--- config.mk ---
export PLATFORM = sky130hd
export DESIGN_NAME = ramfu_rs_flat
export DESIGN_NICKNAME = d
export VERILOG_FILES = /design/src/rtl/ramfu_rs_if.sv /design/src/rtl/ramfu_rs.sv /design/src/flat_wrapper.sv
export SDC_FILE = /design/constraint.sdc
export NUM_CORES = 1
export LEC_CHECK = 0
export BUFFER_PORTS_ARGS = -buffer_cell sky130_fd_sc_hd__buf_2
export CORE_UTILIZATION = 30
export DETAILED_ROUTE_END_ITERATION = 8
export GPL_ROUTABILITY_DRIVEN = 0
export GPL_TIMING_DRIVEN = 0
export MAX_ROUTING_LAYER = met4
export REMOVE_ABC_BUFFERS = 1
export SETUP_SLACK_MARGIN = 0.5
export SKIP_LAST_GASP = 1
export SLEW_MARGIN = 20
export SYNTH_ARGS = -nofsm -noshare
export SYNTH_HDL_FRONTEND = slang
export SYNTH_SLANG_ARGS = --single-unit
--- constraint.sdc ---
create_clock -name clk -period 6.7 [get_ports clk]
set_clock_uncertainty 0.15 [all_clocks]
set_input_delay 1.34 -clock clk [delete_from_list [all_inputs] [get_ports clk]]
set_output_delay 1.34 -clock clk [all_outputs]
set_load 0.05 [all_outputs]
--- src/rtl/ramfu_rs_if.sv ---
// Bus bundle between the dispatch/CDB/FU side and the RAM FU reservation station.
// Handshake: a dispatch is taken on a clock edge where disp_valid=1, full=0 and
// flush=0 (full is the ready signal, inverted); the station issues by pulsing
// input_transmit for exactly one cycle with the op fields, and the FU holds it
// back by raising fu_busy.
interface ramfu_rs_if #(
  parameter int TAG_W = 4
) ();
  logic                  flush;
  logic                  disp_valid;
  logic [7:0]            disp_operand;
  logic [1:0][7:0]       disp_depvals;
  logic [1:0][TAG_W-1:0] disp_deptags;
  logic [1:0]            disp_depready;
  logic [7:0]            disp_wbs;
  logic [7:0]            disp_flags;
  logic [TAG_W-1:0]      disp_robid;
  logic                  full;
  logic                  cdb_valid;
  logic [TAG_W-1:0]      cdb_id;
  logic [7:0]            cdb_val;
  logic                  fu_busy;
  logic                  input_transmit;
  logic [7:0]            operand;
  logic [1:0][7:0]       depvals;
  logic [7:0]            wbs;
  logic [7:0]            flags;
  logic [TAG_W-1:0]      robid;

  modport master (
    output flush, disp_valid, disp_operand, disp_depvals, disp_deptags,
           disp_depready, disp_wbs, disp_flags, disp_robid,
           cdb_valid, cdb_id, cdb_val, fu_busy,
    input  full, input_transmit, operand, depvals, wbs, flags, robid
  );

  modport slave (
    input  flush, disp_valid, disp_operand, disp_depvals, disp_deptags,
           disp_depready, disp_wbs, disp_flags, disp_robid,
           cdb_valid, cdb_id, cdb_val, fu_busy,
    output full, input_transmit, operand, depvals, wbs, flags, robid
  );
endinterface

--- src/rtl/ramfu_rs.sv ---
// In-order reservation station feeding the RAM functional unit. Ops sit in a
// circular FIFO, wake their sources from the CDB, and leave strictly from the
// head so memory sees loads and stores in program order.
module ramfu_rs #(
  parameter int DEPTH = 4,
  parameter int TAG_W = 4
) (
  input logic      clk,
  input logic      rst,
  ramfu_rs_if.slave bus
);
  localparam int PTR_W = $clog2(DEPTH);
  localparam int CNT_W = $clog2(DEPTH + 1);

  logic [PTR_W-1:0]      r_head;
  logic [PTR_W-1:0]      r_tail;
  logic [CNT_W-1:0]      r_count;

  logic                  r_valid   [DEPTH];
  logic [7:0]            r_operand [DEPTH];
  logic [1:0][7:0]       r_val     [DEPTH];
  logic [1:0][TAG_W-1:0] r_tag     [DEPTH];
  logic [1:0]            r_rdy     [DEPTH];
  logic [7:0]            r_wbs     [DEPTH];
  logic [7:0]            r_flags   [DEPTH];
  logic [TAG_W-1:0]      r_robid   [DEPTH];

  logic                  r_tx;
  logic [7:0]            r_out_operand;
  logic [1:0][7:0]       r_out_depvals;
  logic [7:0]            r_out_wbs;
  logic [7:0]            r_out_flags;
  logic [TAG_W-1:0]      r_out_robid;

  logic                  w_full;
  logic                  w_disp;
  logic                  w_issue;
  logic [1:0]            w_head_rdy;
  logic [1:0][7:0]       w_head_val;
  logic [1:0]            w_disp_rdy;
  logic [1:0][7:0]       w_disp_val;

  assign w_full = (r_count == CNT_W'(DEPTH));
  assign w_disp = bus.disp_valid && !w_full && !bus.flush;

  // Head readiness including a same-cycle CDB hit, so a wake issues next cycle.
  always_comb begin
    w_head_rdy = '0;
    w_head_val = '0;
    for (int s = 0; s < 2; s++) begin
      w_head_rdy[s] = r_rdy[r_head][s] ||
                      (bus.cdb_valid && (bus.cdb_id == r_tag[r_head][s]));
      w_head_val[s] = r_rdy[r_head][s] ? r_val[r_head][s] : bus.cdb_val;
    end
    w_issue = r_valid[r_head] && (&w_head_rdy) && !bus.fu_busy && !bus.flush;
  end

  // Source capture for an incoming dispatch: dispatch value first, else CDB.
  always_comb begin
    w_disp_rdy = '0;
    w_disp_val = '0;
    for (int s = 0; s < 2; s++) begin
      if (bus.disp_depready[s]) begin
        w_disp_rdy[s] = 1'b1;
        w_disp_val[s] = bus.disp_depvals[s];
      end else if (bus.cdb_valid && (bus.cdb_id == bus.disp_deptags[s])) begin
        w_disp_rdy[s] = 1'b1;
        w_disp_val[s] = bus.cdb_val;
      end else begin
        w_disp_rdy[s] = 1'b0;
        w_disp_val[s] = bus.disp_depvals[s];
      end
    end
  end

  // FIFO state, CDB snoop, head issue and tail dispatch.
  always_ff @(posedge clk) begin
    if (rst) begin
      for (int i = 0; i < DEPTH; i++) r_valid[i] <= 1'b0;
      r_head        <= '0;
      r_tail        <= '0;
      r_count       <= '0;
      r_tx          <= 1'b0;
      r_out_operand <= '0;
      r_out_depvals <= '0;
      r_out_wbs     <= '0;
      r_out_flags   <= '0;
      r_out_robid   <= '0;
    end else if (bus.flush) begin
      for (int i = 0; i < DEPTH; i++) r_valid[i] <= 1'b0;
      r_head  <= '0;
      r_tail  <= '0;
      r_count <= '0;
      r_tx    <= 1'b0;
    end else begin
      for (int i = 0; i < DEPTH; i++) begin
        for (int s = 0; s < 2; s++) begin
          if (r_valid[i] && !r_rdy[i][s] && bus.cdb_valid &&
              (bus.cdb_id == r_tag[i][s])) begin
            r_val[i][s] <= bus.cdb_val;
            r_rdy[i][s] <= 1'b1;
          end
        end
      end

      r_tx <= w_issue;
      if (w_issue) begin
        r_out_operand   <= r_operand[r_head];
        r_out_depvals   <= w_head_val;
        r_out_wbs       <= r_wbs[r_head];
        r_out_flags     <= r_flags[r_head];
        r_out_robid     <= r_robid[r_head];
        r_valid[r_head] <= 1'b0;
        r_head          <= r_head + PTR_W'(1);
      end

      if (w_disp) begin
        r_valid[r_tail]   <= 1'b1;
        r_operand[r_tail] <= bus.disp_operand;
        r_val[r_tail]     <= w_disp_val;
        r_tag[r_tail]     <= bus.disp_deptags;
        r_rdy[r_tail]     <= w_disp_rdy;
        r_wbs[r_tail]     <= bus.disp_wbs;
        r_flags[r_tail]   <= bus.disp_flags;
        r_robid[r_tail]   <= bus.disp_robid;
        r_tail            <= r_tail + PTR_W'(1);
      end

      case ({w_disp, w_issue})
        2'b10:   r_count <= r_count + CNT_W'(1);
        2'b01:   r_count <= r_count - CNT_W'(1);
        default: r_count <= r_count;
      endcase
    end
  end

  assign bus.full           = w_full;
  assign bus.input_transmit = r_tx;
  assign bus.operand        = r_out_operand;
  assign bus.depvals        = r_out_depvals;
  assign bus.wbs            = r_out_wbs;
  assign bus.flags          = r_out_flags;
  assign bus.robid          = r_out_robid;
endmodule

--- src/flat_wrapper.sv ---
// flat-port wrapper written by rule: the top's interface ports become plain ports
module ramfu_rs_flat 
#(
  parameter int DEPTH = 4,
  parameter int TAG_W = 4
)
  (clk, rst, bus_flush, bus_disp_valid, bus_disp_operand, bus_disp_depvals, bus_disp_deptags, bus_disp_depready, bus_disp_wbs, bus_disp_flags, bus_disp_robid, bus_cdb_valid, bus_cdb_id, bus_cdb_val, bus_fu_busy, bus_full, bus_input_transmit, bus_operand, bus_depvals, bus_wbs, bus_flags, bus_robid);
  ramfu_rs_if #(.TAG_W(TAG_W)) bus_i ();
  input logic clk;
  input logic rst;
  input wire logic [$bits(bus_i.flush)-1:0] bus_flush;
  input wire logic [$bits(bus_i.disp_valid)-1:0] bus_disp_valid;
  input wire logic [$bits(bus_i.disp_operand)-1:0] bus_disp_operand;
  input wire logic [$bits(bus_i.disp_depvals)-1:0] bus_disp_depvals;
  input wire logic [$bits(bus_i.disp_deptags)-1:0] bus_disp_deptags;
  input wire logic [$bits(bus_i.disp_depready)-1:0] bus_disp_depready;
  input wire logic [$bits(bus_i.disp_wbs)-1:0] bus_disp_wbs;
  input wire logic [$bits(bus_i.disp_flags)-1:0] bus_disp_flags;
  input wire logic [$bits(bus_i.disp_robid)-1:0] bus_disp_robid;
  input wire logic [$bits(bus_i.cdb_valid)-1:0] bus_cdb_valid;
  input wire logic [$bits(bus_i.cdb_id)-1:0] bus_cdb_id;
  input wire logic [$bits(bus_i.cdb_val)-1:0] bus_cdb_val;
  input wire logic [$bits(bus_i.fu_busy)-1:0] bus_fu_busy;
  output wire logic [$bits(bus_i.full)-1:0] bus_full;
  output wire logic [$bits(bus_i.input_transmit)-1:0] bus_input_transmit;
  output wire logic [$bits(bus_i.operand)-1:0] bus_operand;
  output wire logic [$bits(bus_i.depvals)-1:0] bus_depvals;
  output wire logic [$bits(bus_i.wbs)-1:0] bus_wbs;
  output wire logic [$bits(bus_i.flags)-1:0] bus_flags;
  output wire logic [$bits(bus_i.robid)-1:0] bus_robid;
  assign bus_i.flush = bus_flush;
  assign bus_i.disp_valid = bus_disp_valid;
  assign bus_i.disp_operand = bus_disp_operand;
  assign bus_i.disp_depvals = bus_disp_depvals;
  assign bus_i.disp_deptags = bus_disp_deptags;
  assign bus_i.disp_depready = bus_disp_depready;
  assign bus_i.disp_wbs = bus_disp_wbs;
  assign bus_i.disp_flags = bus_disp_flags;
  assign bus_i.disp_robid = bus_disp_robid;
  assign bus_i.cdb_valid = bus_cdb_valid;
  assign bus_i.cdb_id = bus_cdb_id;
  assign bus_i.cdb_val = bus_cdb_val;
  assign bus_i.fu_busy = bus_fu_busy;
  assign bus_full = bus_i.full;
  assign bus_input_transmit = bus_i.input_transmit;
  assign bus_operand = bus_i.operand;
  assign bus_depvals = bus_i.depvals;
  assign bus_wbs = bus_i.wbs;
  assign bus_flags = bus_i.flags;
  assign bus_robid = bus_i.robid;
  ramfu_rs #(.DEPTH(DEPTH), .TAG_W(TAG_W)) u_core (.clk(clk), .rst(rst), .bus(bus_i));
endmodule
==> results.json <==
{
  "ys_seq_area_share_pct": 62.9,
  "status": "completed",
  "drt-vias-per-instance": 4.97,
  "synthTopCellsByCount": "edfxtp_1 (208), dfxtp_1 (66), mux2_2 (64), mux4_2 (54), a21oi_1 (36)",
  "fin_ws_ns": 2.33,
  "wl_per_cell_um": 21.4,
  "path_class": "input port to flip-flop",
  "worstPathCellList": "buf_2 -> xnor2_1 -> o22ai_1 -> a41oi_4 -> nor3_4 -> ha_1 -> inv_1 -> fa_1 -> xor2_1 -> or3_1 -> a21oi_1",
  "cts.hold.buffers_added": 0,
  "ys_types": 44,
  "drv_cap": 0,
  "period_needed_ns": 4.37,
  "clkLatencyLatePin_ns": 0.53,
  "fp.dieArea_mm2": 0.0409,
  "synth_adder_area_share_pct": 1.10,
  "grt_pass1_vias": 7523,
  "synth_area_mm2": 0.0120,
  "rrSetupSlack_ns": 2.43,
  "yosys.area_share.simple_pct": 4.02,
  "synth_top_family_by_area": "multiplexers",
  "synth_warnings": 0,
  "synth_edf_count": 208,
  "drc": 0,
  "die-width_um": 202,
  "ant_nets": 0,
  "yosysMostFrequentCell": "edfxtp_1",
  "synth_top_cell_by_area": "edfxtp_1",
  "synth_top_area_share_pct": 51.9,
  "synthArstFlopShare_pct": 0,
  "ios": 118,
  "p_per_area_mw_per_mm2": 258,
  "fp.dieH_um": 202,
  "yosys_register_bits": 274,
  "whs_endpoint": "u_core.bus.flags[0]",
  "clock-sinks": 274,
  "period_share_pct": 65.2,
  "synthTopCellsByArea": "edfxtp_1 (52%), dfxtp_1 (11%), mux4_2 (10%)",
  "r2r-end": "u_core.r_count[2]",
  "synthCells": 760,
  "critPathLaunchType": "input port",
  "final_layout_size_suffix_gt1_share_pct": 37.2,
  "start_util_pct": 30.4,
  "cp.arrival_ns": 4.68,
  "cp_max_fo": 13,
  "dpl.hpwl_mm": 19.5,
  "multiInputGateArea_mm2": 0.00419,
  "clkSlewWorstSetupHoldPaths_ns": 0.06,
  "grt_pass1_wl_mm": 45.9,
  "max_slew_margin_pct": 40.7,
  "track_usage_pct": 15.2,
  "slowest_stage": "nor3_4",
  "dr.pass1.iters": 5,
  "overflow": 0,
  "drtIter0Drc": 491,
  "dp.cells": 1355,
  "ir_drop_mv": 0.132,
  "synth_compound_area_share_pct": 7.36,
  "ctsResizeCount": 0,
  "final_cells": 1411,
  "setup_viol": 0,
  "muxShareOfSynthArea_pct": 17.8,
  "numPortBuffers": 117,
  "cpPeakStageDelay_ns": 0.77,
  "max_freq_ghz": 0.229,
  "leakage_uw": 0.00471,
  "grt_max_degree": 48,
  "cts-root-buf": "clkbuf_16",
  "wirelength_mm": 30.1,
  "core_area_mm2": 0.0396,
  "synth-main-ff-cell": "edfxtp_1",
  "pre_cts_ws_ns": 1.77,
  "worst_pin_slew_ns": 0.880,
  "drv_slew": 0,
  "min_path_cells": 2,
  "cts_made_buffers": 28,
  "hold_start": "u_core.bus.flags[0]",
  "htree_num_levels": 1,
  "syn_to_final_growth_pct": 18.4,
  "num_vias": 7006,
  "final_util_pct": 35.9,
  "nets": 942,
  "final_hold_viol_count": 0,
  "syn_avg_cell_area_um2": 15.8,
  "antenna_found_initial": 4,
  "clock_path_buffers": 3,
  "min_path_type": "flip-flop to flip-flop",
  "rsz0062_at_grt": "no",
  "endpoint_kind": "flip-flop",
  "row_count": 73,
  "post_cts_buffers": 0,
  "nFillCells": 3838,
  "rr_worst_depth": 11,
  "regArea_mm2": 0.00757,
  "cts_tree": "built",
  "cp.required_ns": 7.01,
  "synth_xor_area_share_pct": 3.78
}
cells by family (layout without fill, tap and decap cells):
group | after synthesis | in the layout
compound gates | 122 | 122
xor+xnor | 52 | 52
fa+ha+maj | 10 | 10
buf+inv | 79 | 201
flops | 274 | 274
mux | 138 | 138
other cells | 0 | 4
simple gates | 85 | 85
report_power, final:
part	total, uW	switching [uW]	internal, uW
logic	336	220	116
registers	1870	14.8	1850
clock network	1480	630	846
cell usage in the layout, fill, tap and decap left out, types with 4 or more instances in the layout:
cell type / count
a211oi_1: 5
a211oi_2: 11
a21oi_1: 36
a31oi_1: 20
buf_12: 6
buf_16: 5
buf_2: 124
clkbuf_1: 13
clkbuf_16: 29
clkinv_1: 5
dfxtp_1: 62
diode_2: 4
edfxtp_1: 208
ha_1: 9
inv_1: 7
inv_2: 4
mux2_2: 64
mux2i_1: 20
mux4_2: 54
nand2_1: 10
nand2b_1: 10
nand3_1: 11
nand4_1: 30
nor2_1: 8
o22a_1: 8
o31ai_1: 28
o41ai_2: 7
xnor2_1: 33
xor2_1: 19
routing by layer:
metal  GRT usage [%]  part of all wire, %  vias to the layer above
met2            25.5                   50                      162
met1            18.8                   43                     3586
met3            2.93                  5.1                       43
li1                -                    -                     3215
met5               -                    0                        -
met4            4.08                  1.6                        0
registers in the layout (all words and copies together), names as in the netlist, 16 cells and up, named ones only:
name and flops:
u_core.r_wbs 32, u_core.r_tag 32, u_core.r_flags 32, u_core.r_robid 16, u_core.r_operand 32, u_core.r_val 64, u_core.bus.depvals 16
worst max-delay path: cells and delay by family:
kind                     cells  cell delay, ns
AO/OA/AOI/OAI                3            0.82
AND/OR/NAND/NOR              2            1.07
adder cells (fa/ha/maj)      2            0.73
XOR/XNOR                     2            0.29
buffers and inverters        2            0.41
cell type report:
type / count / area share, %
Antenna cell: 4 / 0.0702
Clock buffer: 43 / 5.53
Clock inverter: 9 / 0.501
Inverter: 11 / 0.290
Multi-Input combinational cell: 407 / 29.4
Sequential cell: 274 / 53.2
Tap cell: 525 / 4.61
Timing Repair Buffer: 138 / 6.43
per-stage QoR:
| step | setup TNS [ns] | instance area, um^2 | power [uW] | hold WS, ns |
|---|---|---|---|---|
| 3_3_place_gp | -7.68 | 12900 | 2200 | 0.302 |
| 6_report | 0 | 14200 | 3680 | 0.314 |
| 5_1_grt | 0 | 14200 | 3800 | 0.328 |
| 3_5_place_dp | 0 | 13400 | 2240 | 0.308 |
| 2_1_floorplan | 0 | 11700 | 2070 | 0.303 |
| 4_1_cts | 0 | 14200 | 3720 | 0.317 |
worst max path at each step:
stage / to / startpoint / slack [ns]
after floorplan: u_core.r_count[2] / flip-flop / 1.28
after global placement: u_core.r_count[2] / flip-flop / -1.16
after detailed placement: u_core.r_count[2] / bus_cdb_id[0] / 1.77
after CTS: u_core.r_count[2] / bus_cdb_id[0] / 2.34
after global routing: u_core.r_count[2] / bus_cdb_id[0] / 2.09
final: u_core.r_count[2] / bus_cdb_id[0] / 2.33
Power figures use the tool's default switching activity.
